**config.mk**
```make
export PLATFORM = sky130hd
export DESIGN_NAME = pci_arbiter
export DESIGN_NICKNAME = d
export VERILOG_FILES = /design/src/rtl/pci_pkg.sv /design/src/rtl/pci_rr_pick.sv /design/src/rtl/pci_arbiter.sv
export SDC_FILE = /design/constraint.sdc
export NUM_CORES = 1
export LEC_CHECK = 0
export ABC_AREA = 1
export CORE_ASPECT_RATIO = 0.6
export CORE_UTILIZATION = 50
export CTS_CLUSTER_DIAMETER = 50
export DETAILED_ROUTE_END_ITERATION = 8
export GPL_TIMING_DRIVEN = 0
export PLACE_DENSITY = 0.79
export SLEW_MARGIN = 20
export SYNTH_ARGS = -nofsm -noshare
export SYNTH_HDL_FRONTEND = slang
export SYNTH_SLANG_ARGS = --single-unit
```
**constraint.sdc**
```tcl
create_clock -name CLK -period 2.75 [get_ports CLK]
set_input_delay 0.55 -clock CLK [delete_from_list [all_inputs] [get_ports CLK]]
set_output_delay 0.55 -clock CLK [all_outputs]
set_load 0.005 [all_outputs]
```
**src/rtl/pci_pkg.sv**
```systemverilog
// Shared definitions for the PCI bus arbiter and the device models on the segment.
package pci_pkg;

  // Arbiter FSM states
  typedef enum logic [1:0] {
    ST_HANDOVER = 2'd0,
    ST_PARK     = 2'd1,
    ST_GRANT    = 2'd2,
    ST_BUSY     = 2'd3
  } arb_state_e;

  // PCI bus commands used by the device models
  localparam logic [3:0] PCI_CMD_MEM_READ  = 4'b0110;
  localparam logic [3:0] PCI_CMD_MEM_WRITE = 4'b0111;

  // Ceiling log2, usable in parameter expressions
  function automatic int clog2(input int v);
    int r;
    r = 0;
    for (int i = 0; i < 31; i++)
      if ((1 << i) < v) r = i + 1;
    return r;
  endfunction

endpackage

```
**src/rtl/pci_rr_pick.sv**
```systemverilog
// Combinational round-robin picker: first active-low request after ptr, wrapping.
module pci_rr_pick import pci_pkg::*; #(
  parameter int N = 4,
  parameter int W = clog2(N)
) (
  input  logic [N-1:0] req_n,
  input  logic [W-1:0] ptr,
  output logic         valid,
  output logic [W-1:0] winner
);

  logic [W-1:0] idx;

  // Scan distances N..1 so the nearest request after ptr is the last one written
  always_comb begin
    valid  = 1'b0;
    winner = '0;
    idx    = '0;
    for (int k = N; k >= 1; k--) begin
      idx = W'((int'(ptr) + k) % N);
      if (!req_n[idx]) begin
        valid  = 1'b1;
        winner = idx;
      end
    end
  end

endmodule

```
**src/rtl/pci_arbiter.sv**
```systemverilog
// Central PCI arbiter: round-robin grants, bus parking, FRAME/IRDY ownership tracking.
module pci_arbiter import pci_pkg::*; #(
  parameter int N_MASTERS    = 4,
  parameter int PARK_MASTER  = 0,
  parameter int IDLE_TIMEOUT = 16
) (
  input  logic                         CLK,
  input  logic                         RST,
  input  logic [N_MASTERS-1:0]         REQ,
  input  logic                         FRAME,
  input  logic                         IRDY,
  output logic [N_MASTERS-1:0]         GNT,
  output logic [clog2(N_MASTERS)-1:0]  OWNER,
  output logic                         BUS_IDLE
);

  localparam int OW = clog2(N_MASTERS);
  localparam int CW = clog2(IDLE_TIMEOUT) + 1;
  localparam logic [OW-1:0]        PARK_IDX = OW'(PARK_MASTER);
  localparam logic [CW-1:0]        CNT_LAST = CW'(IDLE_TIMEOUT - 1);
  localparam logic [CW-1:0]        CNT_MAX  = {CW{1'b1}};
  localparam logic [N_MASTERS-1:0] ALL_HI   = {N_MASTERS{1'b1}};

  arb_state_e           state_q, state_d;
  logic [N_MASTERS-1:0] gnt_q, gnt_d;
  logic [OW-1:0]        owner_q, owner_d;
  logic [OW-1:0]        ptr_q, ptr_d;
  logic [CW-1:0]        cnt_q, cnt_d;
  logic                 idle_q, idle_d;

  logic                 pick_vld;
  logic [OW-1:0]        pick_win;
  logic                 others_req;

  function automatic logic [N_MASTERS-1:0] onehot(input logic [OW-1:0] i);
    return N_MASTERS'(1) << i;
  endfunction

  pci_rr_pick #(.N(N_MASTERS), .W(OW)) u_pick (
    .req_n  (REQ),
    .ptr    (ptr_q),
    .valid  (pick_vld),
    .winner (pick_win)
  );

  // Any master other than the current owner asking for the bus
  assign others_req = |(~REQ & ~onehot(owner_q));

  // Next-state: grant selection, parking, idle timeout, preemption, turnaround
  always_comb begin
    state_d = state_q;
    gnt_d   = gnt_q;
    owner_d = owner_q;
    ptr_d   = ptr_q;
    cnt_d   = cnt_q;
    idle_d  = FRAME & IRDY;
    case (state_q)
      ST_HANDOVER: begin
        if (pick_vld) begin
          gnt_d   = ~onehot(pick_win);
          owner_d = pick_win;
          ptr_d   = pick_win;
          cnt_d   = '0;
          state_d = ST_GRANT;
        end else begin
          gnt_d   = ~onehot(PARK_IDX);
          owner_d = PARK_IDX;
          state_d = ST_PARK;
        end
      end
      ST_PARK: begin
        if (!FRAME) begin
          state_d = ST_BUSY;
        end else if (pick_vld) begin
          if (pick_win == PARK_IDX) begin
            // parked master keeps its grant without a dead cycle
            ptr_d   = pick_win;
            cnt_d   = '0;
            state_d = ST_GRANT;
          end else begin
            gnt_d   = ALL_HI;
            state_d = ST_HANDOVER;
          end
        end
      end
      ST_GRANT: begin
        if (!FRAME) begin
          state_d = ST_BUSY;
        end else if (cnt_q >= CNT_LAST || REQ[owner_q]) begin
          gnt_d   = ALL_HI;
          state_d = ST_HANDOVER;
        end else if (cnt_q != CNT_MAX) begin
          cnt_d = cnt_q + 1'b1;
        end
      end
      ST_BUSY: begin
        if (FRAME && IRDY) begin
          gnt_d   = ALL_HI;
          state_d = ST_HANDOVER;
        end else if (others_req) begin
          // owner finishes its transaction but may not start another
          gnt_d = ALL_HI;
        end
      end
      default: begin
        gnt_d   = ALL_HI;
        state_d = ST_HANDOVER;
      end
    endcase
  end

  // State registers with synchronous reset
  always_ff @(posedge CLK) begin
    if (RST) begin
      state_q <= ST_HANDOVER;
      gnt_q   <= ALL_HI;
      owner_q <= PARK_IDX;
      ptr_q   <= OW'(N_MASTERS - 1);
      cnt_q   <= '0;
      idle_q  <= 1'b1;
    end else begin
      state_q <= state_d;
      gnt_q   <= gnt_d;
      owner_q <= owner_d;
      ptr_q   <= ptr_d;
      cnt_q   <= cnt_d;
      idle_q  <= idle_d;
    end
  end

  assign GNT      = gnt_q;
  assign OWNER    = owner_q;
  assign BUS_IDLE = idle_q;

endmodule
```
==> run_summary.xml <==
<?xml version="1.0" encoding="UTF-8"?>
<metrics>
  <group name="status">
    <metric name="outcome" unit="">finished clean</metric>
  </group>
  <group name="placed_design">
    <metric name="io_buffers" unit="">14</metric>
    <metric name="dp_hpwl" unit="mm">2.28</metric>
    <metric name="gpl.final_weighted_congestion" unit="">0.818</metric>
    <metric name="post_place_cell_area" unit="um2">1390</metric>
  </group>
  <group name="logic_synthesis">
    <metric name="synthesis.area" unit="um2">1210</metric>
    <metric name="synthMostInstantiatedCell" unit="">sky130_fd_sc_hd__nand2_1</metric>
    <metric name="synth.distinct_cells" unit="">22</metric>
    <metric name="ys.flop_type" unit="">sky130_fd_sc_hd__dfxtp_1</metric>
    <metric name="synth_seq_area_share" unit="%">26.4</metric>
    <metric name="async_set_reset_flop_share_out_of_synthesis" unit="%">0</metric>
    <metric name="synth-seq-cells" unit="">16</metric>
    <metric name="synth_top_cell_by_area" unit="">sky130_fd_sc_hd__dfxtp_1</metric>
    <metric name="synthesis.yosys.warnings" unit="">0</metric>
    <metric name="share_of_the_synthesized_area_in_the_top_cell_type" unit="%">26.4</metric>
    <metric name="number_of_flops_mapped_to_enable_cells_by_yosys" unit="">0</metric>
    <metric name="mappedNetlistNets" unit="">221</metric>
    <metric name="synth_top_cells_by_count" unit="">sky130_fd_sc_hd__nand2_1, sky130_fd_sc_hd__nand3_1, sky130_fd_sc_hd__inv_1, sky130_fd_sc_hd__nor2_1, sky130_fd_sc_hd__dfxtp_1</metric>
    <metric name="synth_top_cells_by_area" unit="">sky130_fd_sc_hd__dfxtp_1, sky130_fd_sc_hd__nand2_1, sky130_fd_sc_hd__nand3_1</metric>
    <metric name="synth_cells" unit="">210</metric>
    <metric name="syn_avg_cell_area" unit="um2">5.78</metric>
  </group>
  <group name="clocking">
    <metric name="cts_tree" unit="">built</metric>
    <metric name="cts.sinks" unit="">16</metric>
    <metric name="clk_root_buffer_cell" unit="">sky130_fd_sc_hd__clkbuf_8</metric>
    <metric name="cts_buffer_count" unit="">3</metric>
    <metric name="cts_post_setup_buffers_inserted" unit="">0</metric>
    <metric name="clock_path_buffers" unit="">2</metric>
    <metric name="cts_resized" unit="">0</metric>
    <metric name="insertion_delay" unit="ns">0.26</metric>
    <metric name="clkTransAtPathRegs" unit="ns">0.07</metric>
    <metric name="holdBufCountCts" unit="">0</metric>
    <metric name="h-tree-depth" unit="">1</metric>
  </group>
  <group name="timing">
    <metric name="worstMarginPinSlew" unit="ns">0.423</metric>
    <metric name="final_hold_viol_count" unit="">0</metric>
    <metric name="finalWorstPathRequiredPeriod" unit="ns">2.17</metric>
    <metric name="setup_total_negative_slack" unit="ns">0</metric>
    <metric name="timing.final.setup_violations" unit="">0</metric>
    <metric name="max_freq" unit="MHz">461</metric>
    <metric name="rsz0062_at_grt" unit="">false</metric>
    <metric name="timing.slew.headroom" unit="%">71.5</metric>
    <metric name="finalCritPeriodShare" unit="%">78.8</metric>
    <metric name="timing.clock.skew" unit="ns">0.00273</metric>
    <metric name="maxSlewViolCount" unit="">0</metric>
  </group>
  <group name="worst_hold_path">
    <metric name="timing.hold.worst.start" unit="">GNT[2]$_SDFFE_PP1P_</metric>
    <metric name="hold_path.class" unit="">register to register</metric>
  </group>
  <group name="finish">
    <metric name="finish.net_count" unit="">240</metric>
    <metric name="insertedDiodeCount" unit="">0</metric>
    <metric name="drive_gt1_share" unit="%">11.8</metric>
    <metric name="area.growth.synth_to_final" unit="%">19.2</metric>
    <metric name="finish.instance_area" unit="um2">1450</metric>
  </group>
  <group name="die">
    <metric name="floorplan.initialDensity" unit="%">54.5</metric>
    <metric name="horizontal_die_dimension" unit="um">65.6</metric>
    <metric name="die_y" unit="um">40.2</metric>
    <metric name="top_level_ports" unit="">15</metric>
    <metric name="placeableCoreArea" unit="um2">2230</metric>
    <metric name="die_area" unit="um2">2630</metric>
    <metric name="floorplan.rows" unit="">13</metric>
  </group>
  <group name="setup_path">
    <metric name="worstPathArrival" unit="ns">2.36</metric>
    <metric name="crit_path_max_fanout" unit="">7</metric>
    <metric name="worstSetupPathType" unit="">register to register</metric>
    <metric name="setup_crit_start" unit="">cnt_q[0]$_SDFFE_PP0P_</metric>
    <metric name="setup.worst_path.start_class" unit="">register</metric>
    <metric name="worst_r2r_startpoint" unit="">cnt_q[0]$_SDFFE_PP0P_</metric>
    <metric name="crit_required" unit="ns">2.94</metric>
    <metric name="worstSetupEndpointType" unit="">register</metric>
  </group>
  <group name="drt">
    <metric name="routedWlPerCell" unit="um">11.3</metric>
    <metric name="first_pass_iters" unit="">4</metric>
    <metric name="detailroute.via_count" unit="">1285</metric>
    <metric name="avgViaCountPerCell" unit="">4.98</metric>
    <metric name="routed_wl" unit="mm">2.93</metric>
    <metric name="initialDrtViolationCount" unit="">112</metric>
    <metric name="postRouteAntennaNets" unit="">0</metric>
    <metric name="drc_errors" unit="">0</metric>
  </group>
  <group name="pwr">
    <metric name="power_frac_comb" unit="%">64.3</metric>
    <metric name="share_of_total_power_in_the_clock_network" unit="%">13.0</metric>
    <metric name="switching_power" unit="mW">0.837</metric>
    <metric name="net_switching_fraction_of_the_power" unit="%">50.2</metric>
    <metric name="power-per-cell-area" unit="nW/um2">1150</metric>
    <metric name="peakVddDrop" unit="mV">0.611</metric>
    <metric name="p_leak" unit="nW">0.790</metric>
    <metric name="power.share.sequential" unit="%">22.7</metric>
    <metric name="power_report.internal_total" unit="mW">0.831</metric>
  </group>
  <group name="global_routing">
    <metric name="global_route.overflow_total" unit="">0</metric>
    <metric name="grt_start_max_net_pins" unit="">11</metric>
    <metric name="globalRoute.busiestLayer" unit="">met2</metric>
    <metric name="first_pass_grt_wire_length" unit="mm">4.88</metric>
    <metric name="globalRouteMet1Util" unit="%">36.4</metric>
    <metric name="use_met2" unit="%">39.7</metric>
    <metric name="global_route.usage.total" unit="%">25.5</metric>
    <metric name="grt.met3_usage" unit="%">7.10</metric>
    <metric name="first_global_vias" unit="">1086</metric>
    <metric name="antenna_found_initial" unit="">0</metric>
  </group>
  <group name="run">
    <metric name="max_cap_viol_count" unit="">0</metric>
  </group>
</metrics>
## state kept, by name, indices dropped and copies added (netlist names)
register,cells
cnt_q,5
GNT,4
OWNER,2
ptr_q,2
state_q,2
BUS_IDLE,1
## stage by stage
step           instances  utilization [%]  total power [mW]  hold WS (ns)  setup WS [ns]
2_1_floorplan        210                -              1.19         0.466          0.893
3_3_place_gp         254             62.4              1.40         0.457          0.468
3_5_place_dp         254             62.4              1.43         0.457          0.415
4_1_cts              258             64.9              1.66         0.482          0.611
5_1_grt              258             64.9              1.84         0.504          0.407
6_report             258             64.9              1.67         0.480          0.583
## routing by layer
metal / part of all wire, % / vias up
met1: 54 / 561
met2: 40 / 34
li1: - / 688
met3: 6.0 / 2
met5: 0 / -
met4: 0.41 / 0
## layout make-up
type                       count  area (um2)
buffer                         3        23.8
sequential                    16         320
clock buffer                   4        55.1
tap                           30        37.5
multi-input combinational    160         753
inverter                      31         116
timing repair buffer          14         140
fill                         213         782
## kinds of logic (layout without fill, tap and decap cells)
family,after synthesis,after routing,share of synthesized area [%]
AND/OR/NAND/NOR,146,146,54.4
buffers and inverters,34,52,11.5
flip-flops,16,16,26.4
AO/OA/AOI/OAI,11,11,4.54
adder cells (fa/ha/maj),3,3,3.09
## placed cells by master (no fill, tap or decap), types with 4 or more instances in the layout
cell type	count
sky130_fd_sc_hd__clkbuf_8	4
sky130_fd_sc_hd__nand2_1	74
sky130_fd_sc_hd__inv_2	6
sky130_fd_sc_hd__dfxtp_1	16
sky130_fd_sc_hd__nor2_1	24
sky130_fd_sc_hd__nor3_1	4
sky130_fd_sc_hd__inv_1	25
sky130_fd_sc_hd__nand2_2	7
sky130_fd_sc_hd__clkdlybuf4s50_1	14
sky130_fd_sc_hd__nand3_1	26
sky130_fd_sc_hd__o21ai_0	4
sky130_fd_sc_hd__a21oi_1	6
## power groups by stage
stage                     Clock (mW)  Sequential (mW)  Combinational (mW)
after floorplan                    0            0.371               0.819
after global placement             0            0.376                1.02
after detailed placement           0            0.382                1.05
after CTS                      0.218            0.377                1.06
after global routing           0.232            0.392                1.22
final                          0.217            0.379                1.07
## critical path: stages (launching register included)
cell,delay (ns)
sky130_fd_sc_hd__dfxtp_1,0.33
sky130_fd_sc_hd__ha_1,0.23
sky130_fd_sc_hd__nand2_1,0.10
sky130_fd_sc_hd__nor2_1,0.07
sky130_fd_sc_hd__ha_1,0.18
sky130_fd_sc_hd__or2_2,0.27
sky130_fd_sc_hd__nor3_1,0.27
sky130_fd_sc_hd__nand2_1,0.08
sky130_fd_sc_hd__nand2_1,0.07
sky130_fd_sc_hd__nand2_1,0.06
sky130_fd_sc_hd__inv_2,0.09
sky130_fd_sc_hd__nand3_4,0.12
sky130_fd_sc_hd__nand2_1,0.08
sky130_fd_sc_hd__inv_1,0.04
sky130_fd_sc_hd__nor2_1,0.11
## worst paths after layout
kind | to | slack [ns] | depth (start not counted)
worst max-delay path | cnt_q[0]$_SDFFE_PP0P_ | 0.58 | 14
worst min-delay path | GNT[2]$_SDFFE_PP1P_ | 0.48 | 2
worst max register to register | cnt_q[0]$_SDFFE_PP0P_ | 0.58 | 14
worst min register to register | GNT[2]$_SDFFE_PP1P_ | 0.48 | 2
No activity file was read; power rests on OpenSTA's default activity.
